File: src/rtl/fwd_hazard_unit.sv
// rtl/fwd_hazard_unit.sv - operand forwarding select and load-use hazard detection
module fwd_hazard_unit #(
  parameter int DEPTH    = 3,
  parameter int LOAD_LAT = 1,
  parameter int CNT_W    = 16,
  localparam int FW      = $clog2(DEPTH + 1)
) (
  input  logic             clk,
  input  logic             rst,
  input  logic             id_valid,
  input  logic [4:0]       id_rs1,
  input  logic [4:0]       id_rs2,
  input  logic             id_use_rs1,
  input  logic             id_use_rs2,
  input  logic [4:0]       id_rd,
  input  logic             id_regw,
  input  logic             id_load,
  input  logic             flush,
  output logic             stall,
  output logic [FW-1:0]    ex_fwd_a,
  output logic [FW-1:0]    ex_fwd_b,
  output logic [CNT_W-1:0] stall_cnt
);

  // Slot 0 holds the instruction now in EX, higher slots are older.
  logic       slot_valid [DEPTH];
  logic [4:0] slot_rd    [DEPTH];
  logic       slot_regw  [DEPTH];
  logic       slot_load  [DEPTH];

  logic [FW-1:0] sel_a_raw, sel_b_raw;
  logic [FW-1:0] sel_a, sel_b;
  logic          ld_a, ld_b;
  logic          advance;

  // Youngest matching producer wins: scan oldest-first so lower slots overwrite.
  // The oldest slot is already retiring and is never a forwarding source.
  always_comb begin
    sel_a_raw = '0;
    sel_b_raw = '0;
    ld_a      = 1'b0;
    ld_b      = 1'b0;
    for (int i = DEPTH - 2; i >= 0; i--) begin
      if (slot_valid[i] && slot_regw[i] && (slot_rd[i] != 5'd0) && (slot_rd[i] == id_rs1)) begin
        sel_a_raw = FW'(i + 1);
        ld_a      = slot_load[i] && (i < LOAD_LAT);
      end
      if (slot_valid[i] && slot_regw[i] && (slot_rd[i] != 5'd0) && (slot_rd[i] == id_rs2)) begin
        sel_b_raw = FW'(i + 1);
        ld_b      = slot_load[i] && (i < LOAD_LAT);
      end
    end
  end

  // Unused sources never forward and never stall; reset and flush suppress the stall.
  always_comb begin
    sel_a   = id_use_rs1 ? sel_a_raw : '0;
    sel_b   = id_use_rs2 ? sel_b_raw : '0;
    stall   = !rst && id_valid && !flush && ((id_use_rs1 && ld_a) || (id_use_rs2 && ld_b));
    advance = id_valid && !stall && !flush;
  end

  // Shift the scoreboard each cycle; slot 0 takes the ID instruction or a bubble.
  always_ff @(posedge clk) begin
    if (rst) begin
      for (int i = 0; i < DEPTH; i++) begin
        slot_valid[i] <= 1'b0;
      end
    end else begin
      for (int i = DEPTH - 1; i > 0; i--) begin
        slot_valid[i] <= slot_valid[i-1];
        slot_rd[i]    <= slot_rd[i-1];
        slot_regw[i]  <= slot_regw[i-1];
        slot_load[i]  <= slot_load[i-1];
      end
      slot_valid[0] <= advance;
      slot_rd[0]    <= id_rd;
      slot_regw[0]  <= id_regw;
      slot_load[0]  <= id_load;
    end
  end

  // Register forwarding selects for the instruction entering EX; bubbles read the register file.
  always_ff @(posedge clk) begin
    if (rst) begin
      ex_fwd_a <= '0;
      ex_fwd_b <= '0;
    end else begin
      ex_fwd_a <= advance ? sel_a : '0;
      ex_fwd_b <= advance ? sel_b : '0;
    end
  end

  // Saturating count of stall cycles.
  always_ff @(posedge clk) begin
    if (rst) begin
      stall_cnt <= '0;
    end else if (stall && (stall_cnt != {CNT_W{1'b1}})) begin
      stall_cnt <= stall_cnt + CNT_W'(1);
    end
  end

endmodule

File: config.mk
export PLATFORM = sky130hd
export DESIGN_NAME = fwd_hazard_unit
export DESIGN_NICKNAME = d
export VERILOG_FILES = /design/src/rtl/fwd_hazard_unit.sv
export SDC_FILE = /design/constraint.sdc
export NUM_CORES = 1
export LEC_CHECK = 0
export BUFFER_PORTS_ARGS = -buffer_cell sky130_fd_sc_hd__buf_4
export CAP_MARGIN = 0
export CORE_MARGIN = 4
export CORE_UTILIZATION = 45
export DETAILED_ROUTE_END_ITERATION = 10
export GPL_TIMING_DRIVEN = 0
export PLACE_DENSITY = 0.84
export SLEW_MARGIN = 20
export SYNTH_ARGS = -nofsm -noshare
export SYNTH_HDL_FRONTEND = slang
export SYNTH_SLANG_ARGS = --single-unit
File: constraint.sdc
create_clock -name clk -period 2.2 [get_ports clk]
set_input_delay 0.55 -clock clk [delete_from_list [all_inputs] [get_ports clk]]
set_output_delay 0.55 -clock clk [all_outputs]
set_load 0.02 [all_outputs]
Word-level counts from Yosys, hierarchy flattened:

Memory sizes are Yosys's and may differ from the RTL's.
Index checks and enable logic that the tools add are counted.

* register bits after elaboration: 20
* latch bits: 0
* memory bits (writable): 24
* ROM bits: 0
* input bits: 23
* output and inout bits: 21
* logic and storage cells: 59
* memories kept: 4

* add/sub/neg operators: 1
* multipliers: 0
* div/mod/pow operators: 0
* order comparisons: 0
* equal/unequal tests: 5
* shift-type cells: 0
* muxes and demuxes: 12
* bitwise logic cells: 6
* reductions and logical operators: 26

Memory list
* slot_rd: words 3, bits a word 5, rd ports 2, clocked after memory_dff 0, write ports 3, line 27 `logic [4:0] slot_rd [DEPTH];`
* slot_load: words 3, bits a word 1, rd ports 2, clocked after memory_dff 0, write ports 3, line 29 `logic slot_load [DEPTH];`
* slot_regw: words 3, bits a word 1, rd ports 2, clocked after memory_dff 0, write ports 3, line 28 `logic slot_regw [DEPTH];`
* slot_valid: words 3, bits a word 1, rd ports 2, clocked after memory_dff 0, write ports 3, line 26 `logic slot_valid [DEPTH];`

Operators by type and width (number)
* equality test 5 bit: 4
* adder 16 x 1 -> 16 bit, second input constant: 1
* logical AND 1 bit: 16
* != test 16 bit, second input constant: 1
* two-way mux 1 bit: 10
* nonzero test 5 bit: 2
* OR reduction 4 bit: 2
* OR reduction 3 bit: 2
* two-way mux 2 bit: 2
* zero test 1 bit: 3
* NOT 1 bit: 3
* bitwise OR 1 bit: 3
* logical OR 1 bit: 1

Logic depth before layout (Yosys ltp):

Gate-level depths: netlist of run 1.
An unclocked memory read counts as a cell.

* depth in word-level cells: 13
* gate-level depth with buffers: 7
* mapped depth without buffers: 6

Worst setup path before layout of run 1:

No wires, ideal clock.

* path kind: reg-to-output
* from: mem slot_rd[0][1]
* to: out stall
* data arrival time: 1818 ps
* data required time: 1650 ps
* setup slack: -168 ps
* stages on the path, launching flop included: 7
* buffers on the path: 1
* cells stage by stage: edfxtp_1 or4_4 o211ai_4 nor4_4 o21ai_4 buf_6 inv_1

RTL lines
* start, declared: line 27
* end, declared: line 19 `output logic stall,`

==> summary.md, run 1 <==
| Metric | Value |
|---|---|
| Post-Syn Area | `0.00175 mm²` |
| WP data arrival | `between 2000 and 2500 ps` |
| Post-synthesis mux area share | `~1.2%` |
| CTS tree | `yes` |
| Peak VDD IR | `between 300 and 400 µV` |
| Die Ht | `a little over 70 µm` |
| Synth top area cells | `dfxtp_1, edfxtp_1, xor2_1` |
| DR pass1 iterations | `5` |
| #FFs+latches synth | `35` |
| Fin worst setup slack | `-399 ps` |
| Final setup vio count | `7` |
| CP startpoint kind | `flip-flop` |
| Htree depth | `2` |
| Tot GR Track Use | `approximately 17%` |
| Buffers on Ports | `42` |
| GRT overflow | `0` |
| Min Tclk post-route | `2600 ps` |
| Mapped Nets | `approximately 190` |
| Worst-path fanout max | `3` |
| LEAKAGE | `about 0.95 nW` |
| Post-DP HPWL | `2850 µm` |
| Tightest Hold Check Type | `input pin to flip-flop` |
| Simple-gate portion of the synthesized area | `a little under a quarter` |
| Syn avg cell area | `10.5 µm²` |
| Slew headroom | `around 60%` |
| Die W | `between 70 and 80 µm` |
| Post-Synth XOR/XNOR Area | `between 10 and 15%` |
| Setup crit end kind | `output port` |
| Period utilization | `118%` |
| CTS Buf Count | `5` |
| Worst reg2reg setup slack | `-180 ps` |
| Clock Skew | `approximately 3.4 ps` |
| Post-synthesis adder-cell area fraction | `less than 1%` |
| Compound-cell area share of the yosys netlist | `13.4%` |
| CP delay by family, top | `simple AND/OR/NAND/NOR gates` |
| Worst EP required | `about 1700 ps` |
| Final Hold Slack | `439 ps` |
| PwrDens | `approximately 640 mW/mm²` |
| Maximum number of pins on one net before global-route repair | `17` |
| Maxcap violations | `0` |
| DRC Markers | `0` |
| Nets | `251` |
| Final Power | `1.56 mW` |
| Die outline area | `roughly 0.0050 mm²` |
| Largest stage delay on the critical path | `between 500 and 600 ps` |
| Ys Warns | `0` |
| Clk pin slew, worst setup/hold paths | `~70 ps` |
| WP buf/inv | `3` |
| Max clock buf depth | `2` |
| Area delta synth->final | `39.8%` |
| Worst path most repeated cell | `buf_6` |
| Row Count | `22` |
| I/O Pins | `44` |
| Failing checks | `negative setup slack` |
| Ant diodes | `0` |
| Wirelength, routed | `about 4300 µm` |
| Clk sinks | `35` |
| Max Fclk | `roughly 0.38 GHz` |
| Leading area contributor after synthesis | `dfxtp_1` |
| Slew @ Worst Pin | `a little under 600 ps` |
| Number of global-route vias before repair | `approximately 1500` |
| Final RePlAce weighted congestion | `roughly 0.85` |
| Skew-Pair Late Insertion Delay | `between 200 and 300 ps` |
| Post-synth top area share | `roughly a quarter` |
| Slowest stage cell, crit path | `or4_4` |
| Status | `finished, violations left` |
| Mean routed wirelength per cell | `15.5 µm` |
| Wire length of the first global-routing pass | `6790 µm` |
| Post-place setup slack | `-465 ps` |
| Fraction of layout cells with a size suffix above 1 | `between 30% and 40%` |
| Sequential share of the synthesized area | `a little under half` |
| Clock root buffer | `clkbuf_8` |
| Routed Antenna Nets | `0` |
| Count of pins over their slew limit | `0` |
| Vias per Instance | `5.54` |
| Hold Buf Count CTS | `0` |
| Gate Count Post-Synth | `167` |
| Core ar. | `between 0.003 and 0.004 mm²` |
| Netlist cell types | `slightly above 40` |
| Initial core utilization | `47.1%` |
| Initial antenna violation count | `0` |
| Drt first-iter violations | `between 150 and 200` |
| Cells along the critical path | `or4_4 -> o211ai_4 -> nor4_4 -> o21ai_4 -> buf_6 -> inv_2 -> buf_6` |
| RSZ-0062 raised after global routing | `yes` |
| Total number of vias | `1529` |
| Critical setup path kind | `flip-flop to output port` |
| Final Hold Fails | `0` |
| Largest family of logic cells by synthesized area | `simple AND/OR/NAND/NOR gates` |
==> cells by family (layout without fill, tap and decap cells) <==
family,Yosys count,count (layout)
buf+inv,7,68
xor+xnor,23,23
simple gates,69,69
flops,35,35
fa+ha+maj,1,1
compound gates,30,30
mux,2,2
==> power by group <==
part / internal (mW) / switching, mW / total, mW
registers: 0.694 / 0.0176 / 0.712
clock network: 0.452 / 0.239 / 0.691
logic: 0.0804 / 0.0770 / 0.157
==> per-layer routing <==
layer  vias up  share of wire, %  global-route usage [%]
li1        742                 -                       -
met1       722                42                    22.3
met2        59                50                    27.5
met3         6               6.6                    3.60
met4         0               1.7                    7.87
met5         -                 0                       0
==> synthesized netlist by cell type, drive strengths merged <==
cell / instances
dfxtp: 22
nor2: 14
edfxtp: 13
xor2: 13
nand2: 12
nand3: 10
xnor2: 10
a21oi: 8
o21ai: 7
or4: 7
nor4: 6
and2: 4
inv: 4
o211ai: 4
o31ai: 4
or3: 4
and4: 3
nor3: 3
and3: 2
buf: 2
nand4: 2
a211oi: 1
a21o: 1
a41o: 1
dlygate4sd3: 1
ha: 1
mux2: 1
mux2i: 1
nor2b: 1
nor3b: 1
o2111ai: 1
o211a: 1
o311a: 1
o31a: 1
==> layout make-up <==
type / count / area (µm²)
fill: 305 / 1270
buffer: 3 / 32.5
inverter: 4 / 15.0
tap: 48 / 60.1
timing repair buffer: 53 / 402
multi-input combinational: 125 / 972
clock inverter: 3 / 67.6
clock buffer: 5 / 68.8
sequential: 35 / 831
==> worst paths after layout <==
check,end,start,cells after the start
hold / removal,slot_rd[0][2],id_rd[2],1
hold reg to reg,slot_valid[0][1],slot_valid[0][0],1
setup / recovery,stall,slot_rd[0][3],7
setup reg to reg,stall_cnt[10],slot_rd[0][2],9
==> state kept, by name (all words and copies together) (netlist names) <==
name / cells
stall_cnt: 16
ex_fwd_b: 2
slot_load: 1
slot_rd: 10
slot_valid: 2
slot_regw: 2
ex_fwd_a: 2
==> repair_timing <==
item	CTS	global route
gates resized for setup	9	9
buffers inserted	9	2
pin swaps	10	5
gates cloned	0	0
endpoints found under the setup margin	12	17
endpoints found under the hold margin	0	0
==> per-stage QoR <==
step / cell area, µm² / util (%) / cells / setup TNS, ps
3_3_place_gp: 2130 / 57.2 / 257 / -907
4_1_cts: 2380 / 64.1 / 274 / -436
6_report: 2450 / 65.9 / 276 / -1150
3_5_place_dp: 2130 / 57.2 / 257 / -1330
2_1_floorplan: 1750 / - / 167 / -168
5_1_grt: 2450 / 65.9 / 276 / -2110
==> worst reg2reg max path, stage by stage, from the launching register on <==
cell	delay, ps
edfxtp_1	420
buf_4	190
xnor2_4	150
nand3_2	110
nor4_4	370
o21ai_4	110
buf_4	150
buf_4	150
or4_1	520
a21oi_2	140
==> cells in the final DEF (no fill, tap or decap), drive strengths merged, types with 2 or more instances in the layout <==
master,n
and4,3
nor4,6
edfxtp,13
nand2,12
nor3,3
clkbuf,5
or4,7
nand4,2
nand3,10
or3,4
bufinv,2
o21ai,7
nor2,14
xor2,13
inv,4
and2,4
a21oi,8
o31ai,4
dfxtp,22
xnor2,10
o211ai,4
and3,2
buf,55
(Power assumes the default switching activity.)
==> run 2, diff against run 1 <==
--- a/config.mk
+++ b/config.mk
@@ -12,7 +12,9 @@
 export DETAILED_ROUTE_END_ITERATION = 10
 export GPL_TIMING_DRIVEN = 0
 export PLACE_DENSITY = 0.84
+export RECOVER_POWER = 50
 export SLEW_MARGIN = 20
 export SYNTH_ARGS = -nofsm -noshare
 export SYNTH_HDL_FRONTEND = slang
 export SYNTH_SLANG_ARGS = --single-unit
+export TNS_END_PERCENT = 30
==> run 2 against run 1 <==
  * The flow still finishes with violations (negative setup slack)
  * Critical path depth unchanged
  * Total power grew 1.2%
  * First-iteration DRC count fell by 34%
  * Combinational power up 6%
  * Global-route usage fell by 0.37 points
  * Count of clock-buffer cells in the layout unchanged
  * Critical endpoint unchanged
  * Largest power group unchanged
  * Highest routed layer unchanged
==> summary.md, run 2 (synthesis gave the netlist of run 1 again) <==
| Metric | Value |
|---|---|
| Status | `finished, violations left` |
| Failing checks | `negative setup slack` |
| Slew headroom | `61.1% (+0.83 points)` |
| Final setup vio count | `11 (+4)` |
| Sequential Area | `831 µm² (unchanged)` |
| GRT overflow | `0 (unchanged)` |
| CTS tree | `yes` |
| Wirelength, routed | `4310 µm (+1.1%)` |
| Count of pins over their slew limit | `0 (unchanged)` |
| Post-place setup slack | `-465 ps (unchanged)` |
| Slowest stage cell, crit path | `or4_4` |
| Final Hold Fails | `0 (unchanged)` |
| Switching share of total power | `22.0% (+0.63 points)` |
| Worst reg2reg setup slack | `-230 ps (-50 ps)` |
| Combinational share of power | `10.6% (+0.5 points)` |
| Final Hold Slack | `459 ps (+20.6 ps)` |
| Buffers on Ports | `42 (unchanged)` |
| NetSw | `0.348 mW (+4.2%)` |
| Number of global-route vias before repair | `1465 (-1.3%)` |
| Critical setup path kind | `flip-flop to output port` |
| Worst path most repeated cell | `buf_6` |
| Area delta synth->final | `43.8%` |
| PwrDens | `627 mW/mm² (-1.6%)` |
| Initial core utilization | `47.1% (unchanged)` |
| Clk pin slew, worst setup/hold paths | `70 ps (about the same)` |
| Min Tclk post-route | `2600 ps (+4.84 ps)` |
| Clock Skew | `8.27 ps (+4.91 ps)` |
| Core ar. | `0.00372 mm² (unchanged)` |
| DR pass1 iterations | `4 (-1)` |
| Worst-path fanout max | `3 (unchanged)` |
| Multi-input logic area | `0.00104 mm² (+6.6%)` |
| Maximum number of pins on one net before global-route repair | `17 (unchanged)` |
| P_int | `1.23 mW (+0.42%)` |
| Maxcap violations | `0 (unchanged)` |
| LEAKAGE | `0.968 nW (+2.3%)` |
| Max Fclk | `0.384 GHz (-0.19%)` |
| Max clock buf depth | `2 (unchanged)` |
| Largest stage delay on the critical path | `560 ps (about the same)` |
| Slew @ Worst Pin | `583 ps (-12.4 ps)` |
| RSZ-0062 raised after global routing | `yes` |
| Setup crit end kind | `output port` |
| Worst EP required | `1650 ps (about the same)` |
| Period utilization | `118% (+0.22 points)` |
| Total number of vias | `1548 (+1.2%)` |
| Fillers | `287 (-5.9%)` |
| Regs by FF count | `stall_cnt (16), slot_rd (10)` |
| WP data arrival | `2050 ps (about the same)` |
| Clk sinks | `35 (unchanged)` |
| Clock root buffer | `clkbuf_8` |
| Nets | `251 (unchanged)` |
| Ant diodes | `0 (unchanged)` |
| Largest Register | `stall_cnt` |
| Initial antenna violation count | `0 (unchanged)` |
| Die outline area | `0.00495 mm² (unchanged)` |
| DRC Markers | `0 (unchanged)` |
| Tot GR Track Use | `16.9% (-0.37 points)` |
| Wire length of the first global-routing pass | `6660 µm (-1.9%)` |
| Clk pwr share | `44.3% (about the same)` |
| Final RePlAce weighted congestion | `0.849 (unchanged)` |
| Vias per Instance | `5.61 (+1.2%)` |
| I/O Pins | `44 (unchanged)` |
| Die W | `70.4 µm (unchanged)` |
| Die Ht | `70.4 µm (unchanged)` |
| Final Power | `1.58 mW (+1.2%)` |
| Skew-Pair Late Insertion Delay | `290 ps (about the same)` |
| Largest register FFs | `16 (unchanged)` |
| Row Count | `22 (unchanged)` |
| Post-DP HPWL | `2850 µm (unchanged)` |
| Fin worst setup slack | `-404 ps (-4.84 ps)` |
| Routed Antenna Nets | `0 (unchanged)` |
| Most frequent cells in the layout | `buf_4, dfxtp_1, xor2_1, nor2_1, edfxtp_1` |
| Most common cell after layout, fill and taps aside | `buf_4` |
| CTS Buf Count | `5 (unchanged)` |
| Setup tns final | `-1660 ps (-509 ps)` |
| CP startpoint kind | `flip-flop` |
| Post-DP Area | `0.00213 mm² (unchanged)` |
| Peak VDD IR | `391 µV (-0.12%)` |
| Fraction of layout cells with a size suffix above 1 | `43.4% (+4.8 points)` |
| Cells along the critical path | `or4_4 -> o211ai_4 -> nor4_4 -> o21ai_4 -> buf_6 -> inv_4 -> buf_6` |
| Mean routed wirelength per cell | `15.6 µm (+1.1%)` |
| Htree depth | `2 (unchanged)` |
| Flop pwr share | `45.1% (-0.5 points)` |
| Final Instance Area | `0.00252 mm² (+2.9%)` |
| Tightest Hold Check Type | `input pin to flip-flop` |
| Drt first-iter violations | `103 (-34%)` |
## run 2: changes by cell type in the layout (fill, tap and decap cells not counted), moves of 4 or more
cell and delta:
clkbuf_4 +7, or4_1 -4, or4_4 +4, buf_4 -10
## run 2: worst paths after layout
path / endpoint / startpoint / depth (start not counted)
worst max-delay path: stall / slot_rd[0][3] / 7
worst min-delay path: slot_rd[0][2] / id_rd[2] / 1
worst max register to register: stall_cnt[15] / slot_rd[0][1] / 9
worst min register to register: slot_valid[0][1] / slot_valid[0][0] / 1
## run 2: what timing repair did
action / CTS / global route
hold buffers: 0 / 0
setup buffers: 8 / 3
pin swaps: 7 / 18
setup endpoints to repair: 12 / 17
gates resized for setup: 3 / 32
gates cloned: 0 / 0
## run 2: through the flow
stage	utilization, %	instances
global route	67.8	276
global placement	57.2	257
finish	67.8	276
detailed placement	57.2	257
floorplan	-	167
CTS	62.9	273
## run 2: worst max-delay path, delay by kind of cell, from the launching register on
kind	cells	cell delay [ps]
simple gates	2	630
compound gates	2	470
flops	1	390
buf+inv	3	280
## run 2: power by group through the flow
stage	clock network [mW]	logic, mW	registers [mW]
6_report	0.699	0.167	0.713
5_1_grt	0.734	0.180	0.714
4_1_cts	0.704	0.128	0.712
3_5_place_dp	0	0.116	0.732
3_3_place_gp	0	0.112	0.731
2_1_floorplan	0	0.0693	0.725
## run 2: cell type report
cell class | instances | area share (%)
Buffer | 3 | 1.29
Clock buffer | 5 | 2.73
Clock inverter | 3 | 2.68
Inverter | 4 | 0.695
Multi-Input combinational cell | 125 | 41.1
Sequential cell | 35 | 33.0
Tap cell | 48 | 2.38
Timing Repair Buffer | 53 | 16.1
## run 2: routing by layer
layer	GRT usage (%)	up-vias	part of all wire [%]
li1	-	743	-
met1	22.0	747	44
met2	26.6	50	49
met3	3.60	8	4.6
met4	7.87	0	2.0
met5	0	-	0
